$ cat src/rtl/fetch_controller_pkg.sv
// Shared types and constants for the instruction fetch controller.
package fetch_controller_pkg;

    typedef enum logic [1:0] {
        BOOT  = 2'd0,
        RUN   = 2'd1,
        FAULT = 2'd2
    } fetch_state_e;

    localparam int unsigned INSTR_BYTES = 4;
    localparam int unsigned IMEM_WORDS  = 1024;

endpackage

$ cat src/rtl/fetch_slot.sv
// One-entry valid/ready output register; flush drops the entry regardless of ready.
module fetch_slot #(
    parameter int unsigned PC_W = 64
) (
    input  logic            clk,
    input  logic            reset,
    input  logic            load_i,
    input  logic            flush_i,
    input  logic            ready_i,
    input  logic [PC_W-1:0] pc_i,
    input  logic [31:0]     instr_i,
    output logic            valid_o,
    output logic [PC_W-1:0] pc_o,
    output logic [31:0]     instr_o,
    output logic            free_o
);

    logic            valid_q, valid_d;
    logic [PC_W-1:0] pc_q, pc_d;
    logic [31:0]     instr_q, instr_d;

    always_comb begin
        valid_d = valid_q;
        pc_d    = pc_q;
        instr_d = instr_q;
        if (flush_i) begin
            valid_d = 1'b0;
        end else if (load_i) begin
            valid_d = 1'b1;
            pc_d    = pc_i;
            instr_d = instr_i;
        end else if (valid_q && ready_i) begin
            valid_d = 1'b0;
        end
    end

    always_ff @(posedge clk or posedge reset) begin
        if (reset) begin
            valid_q <= 1'b0;
            pc_q    <= '0;
            instr_q <= '0;
        end else begin
            valid_q <= valid_d;
            pc_q    <= pc_d;
            instr_q <= instr_d;
        end
    end

    assign valid_o = valid_q;
    assign pc_o    = pc_q;
    assign instr_o = instr_q;
    assign free_o  = !valid_q || ready_i;

endmodule

$ cat src/rtl/fetch_controller.sv
// Instruction fetch front end: PC sequencing, redirect/fault handling and one-entry output slot.
module fetch_controller
    import fetch_controller_pkg::*;
#(
    parameter logic [63:0] RESET_PC = 64'h0,
    parameter int unsigned PC_W     = 64
) (
    input  logic            clk,
    input  logic            reset,
    output logic [PC_W-1:0] imem_pc,
    input  logic [31:0]     imem_instr,
    input  logic            imem_inv,
    input  logic            stall,
    input  logic            redirect_valid,
    input  logic [PC_W-1:0] redirect_pc,
    output logic            if_valid,
    input  logic            if_ready,
    output logic [PC_W-1:0] if_pc,
    output logic [31:0]     if_instr,
    output logic            fault,
    output logic [PC_W-1:0] fault_pc,
    input  logic            fault_clear,
    output logic [31:0]     fetch_count
);

    fetch_state_e    state_q, state_d;
    logic [PC_W-1:0] pc_q, pc_d;
    logic [PC_W-1:0] fault_pc_q, fault_pc_d;
    logic [31:0]     count_q, count_d;
    logic            load, flush, slot_free;

    fetch_slot #(.PC_W(PC_W)) u_slot (
        .clk     (clk),
        .reset   (reset),
        .load_i  (load),
        .flush_i (flush),
        .ready_i (if_ready),
        .pc_i    (pc_q),
        .instr_i (imem_instr),
        .valid_o (if_valid),
        .pc_o    (if_pc),
        .instr_o (if_instr),
        .free_o  (slot_free)
    );

    always_comb begin
        state_d    = state_q;
        pc_d       = pc_q;
        fault_pc_d = fault_pc_q;
        load       = 1'b0;
        flush      = 1'b0;
        unique case (state_q)
            BOOT: state_d = RUN;
            RUN, FAULT: begin
                if (redirect_valid) begin
                    pc_d    = redirect_pc;
                    flush   = 1'b1;
                    state_d = RUN;
                end else if (state_q == FAULT) begin
                    if (fault_clear) state_d = RUN;
                end else if (slot_free && !stall) begin
                    if (imem_inv) begin
                        fault_pc_d = pc_q;
                        state_d    = FAULT;
                    end else begin
                        load = 1'b1;
                        pc_d = pc_q + PC_W'(INSTR_BYTES);
                    end
                end
            end
            default: state_d = BOOT;
        endcase
    end

    // A handshake coinciding with a redirect is a flush, not an accept.
    always_comb begin
        count_d = count_q;
        if (if_valid && if_ready && !flush) count_d = count_q + 32'd1;
    end

    always_ff @(posedge clk or posedge reset) begin
        if (reset) begin
            state_q    <= BOOT;
            pc_q       <= PC_W'(RESET_PC);
            fault_pc_q <= '0;
            count_q    <= '0;
        end else begin
            state_q    <= state_d;
            pc_q       <= pc_d;
            fault_pc_q <= fault_pc_d;
            count_q    <= count_d;
        end
    end

    assign imem_pc     = pc_q;
    assign fault       = (state_q == FAULT);
    assign fault_pc    = fault_pc_q;
    assign fetch_count = count_q;

endmodule

$ cat config.mk
export PLATFORM = sky130hd
export DESIGN_NAME = fetch_controller
export DESIGN_NICKNAME = d
export VERILOG_FILES = /design/src/rtl/fetch_controller_pkg.sv /design/src/rtl/fetch_slot.sv /design/src/rtl/fetch_controller.sv
export SDC_FILE = /design/constraint.sdc
export NUM_CORES = 1
export LEC_CHECK = 0
export CAP_MARGIN = 20
export CELL_PAD_IN_SITES_DETAIL_PLACEMENT = 0
export CELL_PAD_IN_SITES_GLOBAL_PLACEMENT = 1
export CORE_ASPECT_RATIO = 1.5
export CORE_MARGIN = 2
export CORE_UTILIZATION = 38
export DETAILED_ROUTE_END_ITERATION = 10
export HOLD_SLACK_MARGIN = 0.15
export PLACE_DENSITY = 0.93
export SYNTH_ARGS = -nofsm -noshare
export SYNTH_HDL_FRONTEND = slang
export SYNTH_SLANG_ARGS = --single-unit
$ cat constraint.sdc
create_clock -name clk -period 13.2 [get_ports clk]
set_input_delay 2.64 -clock clk [delete_from_list [all_inputs] [get_ports clk]]
set_output_delay 2.64 -clock clk [all_outputs]
set_load 0.01 [all_outputs]
==> results of run 1 <==
## worst max-delay path, delay by kind of cell
| kind | cells | cell delay (ns) |
|---|---|---|
| AND/OR/NAND/NOR | 5 | 1.55 |
| buffers and inverters | 2 | 1.30 |
## path summary, 6_finish.rpt
| kind | start | to | slack (ns) | cells past startpoint |
|---|---|---|---|---|
| hold reg to reg | u_slot.pc_o[2] | u_slot.pc_o[2] | 0.47 | 1 |
| max in group asynchronous | reset | imem_pc[11] | 9.20 | 4 |
| hold / removal | u_slot.pc_o[2] | u_slot.pc_o[2] | 0.47 | 1 |
| setup reg to reg | state_q[0] | imem_pc[56] | 9.71 | 8 |
| min in group asynchronous | reset | fetch_count[6] | 2.49 | 2 |
| setup / recovery | imem_inv | imem_pc[56] | 8.10 | 7 |
## placed cells by master, fill, tap and decap left out, types with 6 or more instances in the layout
| cell type | count |
|---|---|
| clkdlybuf4s50_1 | 359 |
| nand2_1 | 331 |
| dfrtp_1 | 259 |
| mux2_2 | 65 |
| nor2_1 | 51 |
| nand4_1 | 50 |
| nand3_1 | 46 |
| nor3_1 | 46 |
| a21oi_1 | 38 |
| o21ai_0 | 28 |
| clkbuf_16 | 27 |
| inv_1 | 21 |
| and3_1 | 20 |
| nor4_1 | 20 |
| xnor2_1 | 18 |
| xor2_1 | 13 |
| buf_4 | 13 |
| o21ai_1 | 12 |
| or3_1 | 9 |
| a211oi_1 | 9 |
| and4_1 | 8 |
| a31oi_1 | 7 |
| a311oi_1 | 7 |
| o22ai_1 | 6 |
| o22a_1 | 6 |
| o21bai_1 | 6 |
| ha_1 | 6 |
| clkinv_2 | 6 |
## synth_stat cells (all sizes together) (5+ instances only)
library cell  instances
nand2               331
dfrtp               259
mux2                 66
clkbuf               57
nand4                51
nor2                 51
nor3                 48
nand3                47
o21ai                40
a21oi                38
buf                  34
inv                  23
nor4                 23
and3                 20
xnor2                18
xor2                 13
or3                  10
a211oi                9
a311oi                8
and4                  8
a31oi                 7
ha                    6
nor4b                 6
o21bai                6
o22a                  6
o22ai                 6
a22oi                 5
a311o                 5
nor2b                 5
o2bb2ai               5
or4                   5
## state kept, by name, summed over array words and instances, names as in the netlist
signal and flops:
fault_pc 64, imem_pc 64, u_slot.pc_o 64, fetch_count 32, u_slot.instr_o 32, state_q 2
u_slot.valid_o 1
## stage by stage
stage,util [%],total power [mW],instances,hold slack (ns)
after floorplan,-,2.14,1270,0.504
after global placement,50.7,3.05,1961,0.455
after detailed placement,50.7,3.09,1961,0.461
after CTS,53.6,3.93,2009,0.477
after global routing,53.7,4.12,2013,0.492
final,53.8,3.90,2014,0.473
## layout make-up
type                    count  area, um2
inverters                  23       93.8
diodes                      4       10.0
fillers                  2894      14600
repair buffers            373       3720
clock buffers              36        749
well taps                 410        513
flip-flops and latches    259       6480
clock inverters            12        189
multi-input cells         897       5250
## power groups by stage
stage	registers (mW)	clock network [mW]	logic (mW)
floorplan	1.51	0	0.628
finish	1.50	0.819	1.58
detailed placement	1.51	0	1.59
global route	1.55	0.865	1.71
CTS	1.49	0.836	1.60
global placement	1.49	0	1.56
## kinds of logic after synthesis
kind of cell | count (synthesis)
AO/OA/AOI/OAI | 169
XOR/XNOR | 31
adder cells (fa/ha/maj) | 6
buffers and inverters | 114
flip-flops | 259
multiplexers | 70
AND/OR/NAND/NOR | 621
## metal layers
layer  part of all wire [%]  wire length, um  vias up  global-route usage, %
met5                  0.074               30        -                      0
met4                    3.3             1340        4                   9.13
met3                    5.7             2320       75                   3.56
met2                     52            21200      407                   42.0
met1                     38            15600     5349                   28.7
li1                       -                -     5074                      -
==> metrics.md, run 1 <==
| Metric | Value |
|---|---|
| Sequential fraction of design power | 38.4% |
| Gr usage total | between 20% and 30% |
| Adder and majority cell fraction of the synthesized area | less than 1% |
| Worst voltage drop across the vdd grid | roughly 140 uV |
| Syn avg cell area | approximately 9.6 um2 |
| Number of synthesized flops with an enable pin | 0 |
| Synth Instances | between 1,000 and 1,500 |
| Post-DP HPWL | around 28,000 um |
| IO Port Bufs | between 300 and 400 |
| Overall die area | 33,500 um2 |
| Crit path required time | ~14 ns |
| Critical Path, Cell by Cell | clkdlybuf4s50_1 > or4b_4 > nor3_2 > buf_4 > nand2_1 > nor4_1 > nor3_1 |
| Largest family of logic cells by synthesized area | simple AND/OR/NAND/NOR gates |
| Final total negative setup slack | 0 ns |
| Top-level port count | 361 |
| Synthesized-area fraction occupied by ao, oa, aoi and oai cells | 9.33% |
| Net load switching power | about 1.4 mW |
| Total count of hold-check failures in the final report | 0 |
| Sequential fraction of the synthesis area | 53.3% |
| DP Worst Slack | between 7 and 8 ns |
| WL/cell | ~20 um |
| Internal power | around 2.5 mW |
| Ratio of cells with drive above 1 in the final layout | about 9% |
| Time the worst path needs with I/O delays and setup | about 5.1 ns |
| Vias after detailed routing | 10,900 |
| DR pass1 iterations | 5 |
| Multiplexer fraction of the synthesized cell area | approximately 6.4% |
| Share of power burned in the clock network | 21.0% |
| Clock buffer count from CTS | 27 |
| Setup crit end kind | flop |
| Number of global-route vias before repair | about 11,000 |
| Pin count of the biggest net entering global routing | roughly 140 |
| Placer congestion estimate | around 0.84 |
| Path class of the lowest-slack min-delay path | flop to flop |
| Outcome | completed |
| Area added between synthesis and finish | 39.8% |
| Power Density | 229 nW/um2 |
| CTS Buffer Depth | 3 |
| YS warnings | 0 |
| DRC errors left | 0 |
| Data arrival at the endpoint of the critical path | ~5.5 ns |
| Total overflow reported by the global router | 0 |
| Clk slew on worst S/H paths | about 0.06 ns |
| TritonCTS clock tree | yes |
| Switching power share of the total | 36.6% |
| Detailed router's first-iteration violation count | 763 |
| FF+latch count, synth | ~260 |
| Placeable core region | 31,600 um2 |
| Root Driver | clkbuf_16 |
| Area share of and/or/nand/nor cells after synthesis | 24.3% |
| Static power due to leakage | roughly 7.3 nW |
| Slack of the critical path | 8.10 ns |
| Number of nets in the layout | between 1,500 and 2,000 |
| Site Rows | 80 |
| Clock latency on the worst-skew pair | about 0.56 ns |
| H-Tree Level Count | 1 |
| Net count of the mapped netlist | 1,379 |
| Horizontal die dimension | ~150 um |
| Final std cell area, no fill | ~17,000 um2 |
| Final Skew | roughly 0.022 ns |
| Share of the clock period used by the worst path | 38.6% |
| Total length of routed wires | just over 40,000 um |
| Share of synthesized flip-flops with an asynchronous set or reset | 100% |
| Initial Utilization | between 30 and 40% |
| Critical Path Slowest Stage Cell | buf_4 |
| Xor and xnor area share after synthesis | around 2.2% |
| Setup Buffers After CTS | 0 |
| Crit-path max cell delay | between 0.8 and 0.9 ns |
| Netlist area before placement | 12,200 um2 |
| Part of the power in combinational logic | 40.6% |
| Initial antenna violation count | 6 |
| Count of final setup violators | 0 |
| Most area-consuming cells after synthesis | dfrtp_1, nand2_1, mux2_2, nand4_1, nor3_1 |
| Max Clock Freq | roughly 0.20 GHz |
| Sinks on Clock Net | around 260 |
| Number of cells upsized or downsized after cts | 0 |
| Largest fanout on the critical path | between 80 and 90 |
| Max-slew violation count | 0 |
| Startpoint type of the worst setup path | input port |
| Largest area contributor in the netlist | dfrtp_1 |
| Share of the synthesized area in the top cell type | around 53% |
| Critical setup path kind | input port to flop |
| Hold buffer count at CTS | 0 |
| Remaining antenna violation count | 0 |
| Post-DP Area | 16,000 um2 |
| Measured slew at the worst slew-check pin | approximately 1 ns |
| Global-route wire length before repair | around 63,000 um |
| Overall die height | 223 um |
| Synth Flop Type | dfrtp_1 |
| MaxCap Viol Count | 0 |
| Max-slew headroom | between 30% and 40% |
| Setup repair after global routing missed its margin | false |
| Via/cell ratio | approximately 5.4 |
| Count of cell types in the netlist | between 60 and 70 |
(Power assumes the default switching activity.)
==> inputs of run 2 (changes only) <==
--- a/config.mk
+++ b/config.mk
@@ -10,10 +10,10 @@
 export CELL_PAD_IN_SITES_GLOBAL_PLACEMENT = 1
 export CORE_ASPECT_RATIO = 1.5
 export CORE_MARGIN = 2
-export CORE_UTILIZATION = 38
+export CORE_UTILIZATION = 32
 export DETAILED_ROUTE_END_ITERATION = 10
 export HOLD_SLACK_MARGIN = 0.15
-export PLACE_DENSITY = 0.93
+export PLACE_DENSITY = 0.84
 export SYNTH_ARGS = -nofsm -noshare
 export SYNTH_HDL_FRONTEND = slang
 export SYNTH_SLANG_ARGS = --single-unit
==> constraint.sdc (replaced) <==
create_clock -name clk -period 4.45 [get_ports clk]
set_input_delay 0.89 -clock clk [delete_from_list [all_inputs] [get_ports clk]]
set_output_delay 0.89 -clock clk [all_outputs]
set_load 0.01 [all_outputs]
==> run 2 against run 1 <==
- sequential share of layout area decreased by 0.15 points
- core utilization decreased by 8.3 points
- final area increased by 0.40%
- clock power increased to 2.8 times the previous value
- combinational power increased to 3.0 times the previous value
- via count increased by 0.16%
- clock-buffer cell count increased by 5
- critical endpoint is now imem_pc[18]
- largest cell class unchanged
==> metrics.md, run 2 (synthesized netlist as in run 1, its figures left out) <==
| Metric | Value |
|---|---|
| Gr usage total | 20.8% (was 23.7%) |
| Measured slew at the worst slew-check pin | 0.915 ns (was 1.01 ns) |
| IO Port Bufs | 360 (unchanged) |
| H-Tree Level Count | 1 (unchanged) |
| Setup crit end kind | flop (unchanged) |
| Total overflow reported by the global router | 0 (unchanged) |
| Filler instances | 3,581 (was 2,894) |
| Sequential fraction of design power | 38.8% (was 38.4%) |
| Crit path required time | 4.85 ns (was 13.63 ns) |
| Global-route wire length before repair | 64,800 um (was 62,700 um) |
| Number of cells upsized or downsized after cts | 0 (unchanged) |
| Worst voltage drop across the vdd grid | 349 uV (was 141 uV) |
| Vias after detailed routing | 10,900 (about the same) |
| Final Skew | 0.0177 ns (was 0.0222 ns) |
| Outcome | completed (unchanged) |
| DRC errors left | 0 (unchanged) |
| Share of the clock period used by the worst path | 66.9% |
| Data arrival at the endpoint of the critical path | 3.38 ns (was 5.53 ns) |
| Most common cell after layout, fill and taps aside | clkdlybuf4s50_1 (unchanged) |
| Critical setup path kind | input port to flop (unchanged) |
| Net load switching power | 4.22 mW (was 1.43 mW) |
| Final total negative setup slack | 0 ns (unchanged) |
| TritonCTS clock tree | yes (unchanged) |
| DP Worst Slack | 0.929 ns (was 7.55 ns) |
| Overall die area | 39,600 um2 (was 33,500 um2) |
| Post-DP HPWL | 29,000 um (was 27,900 um) |
| Setup Buffers After CTS | 0 (unchanged) |
| Total length of routed wires | 41,600 um (was 40,500 um) |
| Max Clock Freq | approximately 0.34 GHz |
| Internal power | 7.18 mW (was 2.47 mW) |
| Sinks on Clock Net | 259 (unchanged) |
| Slack of the critical path | 1.47 ns (was 8.10 ns) |
| Initial antenna violation count | 4 (was 6) |
| Remaining antenna violation count | 0 (unchanged) |
| Switching power share of the total | 37.0% (was 36.6%) |
| GR met2 Demand/Resource | 37.1% (was 42.0%) |
| Ratio of cells with drive above 1 in the final layout | 8.97% (was 9.00%) |
| Clock latency on the worst-skew pair | 0.55 ns (was 0.56 ns) |
| Utilization after layout | 45.5% (was 53.8%) |
| CTS Buffer Depth | 3 (unchanged) |
| Root Driver | clkbuf_16 (unchanged) |
| Startpoint type of the worst setup path | input port (unchanged) |
| Setup repair after global routing missed its margin | false (unchanged) |
| Largest fanout on the critical path | 35 (was 85) |
| Number of nets in the layout | 1,694 (was 1,690) |
| Total power | 11.4 mW (was 3.90 mW) |
| Site Rows | 87 (was 80) |
| Initial Utilization | 32.4% (was 38.5%) |
| Hold Slack | 0.470 ns (was 0.473 ns) |
| DR pass1 iterations | 7 (was 5) |
| Placer congestion estimate | 0.811 (was 0.843) |
| WL/cell | 19.8 um (was 20.1 um) |
| Path class of the lowest-slack min-delay path | flop to flop (unchanged) |
| Layer carrying the most global-route usage | met2 (unchanged) |
| Clock buffer count from CTS | 27 (unchanged) |
| Number of global-route vias before repair | 10,900 (was 10,700) |
| Global-route met3 utilization | 3.38% (was 3.56%) |
| GR met1 Demand/Resource | 25.1% (was 28.7%) |
| Part of the power in combinational logic | 41.3% (was 40.6%) |
| Count of final setup violators | 0 (unchanged) |
| Total count of hold-check failures in the final report | 0 (unchanged) |
| Detailed router's first-iteration violation count | 770 (was 763) |
| Placeable core region | 37,600 um2 (was 31,600 um2) |
| Pin count of the biggest net entering global routing | 136 (was 143) |
| Horizontal die dimension | 163 um (was 150 um) |
| Area added between synthesis and finish | 40.3% (was 39.8%) |
| Via/cell ratio | 5.21 (was 5.42) |
| Share of power burned in the clock network | 19.9% (was 21.0%) |
| Static power due to leakage | 7.25 nW (was 7.28 nW) |
| Top-level port count | 361 (unchanged) |
| MaxCap Viol Count | 0 (unchanged) |
| Max-slew violation count | 0 (unchanged) |
| Max-slew headroom | 38.9% (was 32.5%) |
| Leading cell types in the layout, fill and taps excluded | clkdlybuf4s50_1, nand2_1, dfrtp_1, mux2_2, nor2_1 (unchanged) |
| Power Density | 668 nW/um2 (was 229 nW/um2) |
| Hold buffer count at CTS | 0 (unchanged) |
| Clk slew on worst S/H paths | 0.06 ns (about the same) |
| Time the worst path needs with I/O delays and setup | 2.98 ns |
| Overall die height | 243 um (was 223 um) |
==> run 2: changes by cell type in the layout (fill, tap and decap cells not counted), moves of 2 or more <==
| cell | delta |
|---|---|
| buf_12 | +3 |
| bufinv_16 | -3 |
| clkbuf_1 | +5 |
| buf_4 | +2 |
| clkinv_2 | -2 |
==> run 2: area by class of cell <==
type                            instances  area [um2]  share of cell area, %
Inverter                               23        90.1                  0.528
Timing Repair Buffer                  377        3770                   22.1
Sequential cell                       259        6480                   38.0
Clock buffer                           41         768                   4.50
Antenna cell                            3        7.51                 0.0440
Multi-Input combinational cell        897        5250                   30.7
Clock inverter                          8        97.6                  0.572
Tap cell                              489         612                   3.58
==> run 2: critical path, cell delays in order <==
cell and delay, ns:
clkdlybuf4s50_1 0.45, nor2b_1 0.54, o31a_2 0.75, buf_4 0.43, nor3_1 0.09, nand4_1 0.11, nand4_1 0.10
==> run 2: path summary, 6_finish.rpt <==
kind / startpoint / to / slack, ns / cells after the start
max reg2reg: state_q[0] / imem_pc[18] / 1.57 / 8
min: fetch_count[31] / fetch_count[31] / 0.47 / 1
min in group asynchronous: reset / fetch_count[11] / 0.87 / 3
max: if_ready / imem_pc[18] / 1.47 / 7
max in group asynchronous: reset / imem_pc[18] / 2.87 / 3
min reg2reg: fetch_count[31] / fetch_count[31] / 0.47 / 1
==> run 2: through the flow <==
step           std cells  cell area, um2
6_report            2097           17100
5_1_grt             2097           17100
4_1_cts             2094           17100
3_5_place_dp        2045           16200
3_3_place_gp        2045           16200
2_1_floorplan       1270           12200
==> run 2: power by group through the flow <==
stage | Sequential, mW | Combinational (mW) | Clock (mW)
after detailed placement | 4.46 | 4.75 | 0
after global placement | 4.41 | 4.67 | 0
after global routing | 4.60 | 5.10 | 2.44
after floorplan | 4.48 | 1.86 | 0
after CTS | 4.43 | 4.77 | 2.33
final | 4.43 | 4.71 | 2.27
==> run 2: per-layer routing <==
layer,routed length (um),part of all wire [%]
met1,16300,39
met2,21600,52
met3,2350,5.7
met4,1280,3.1
met5,13,0.031
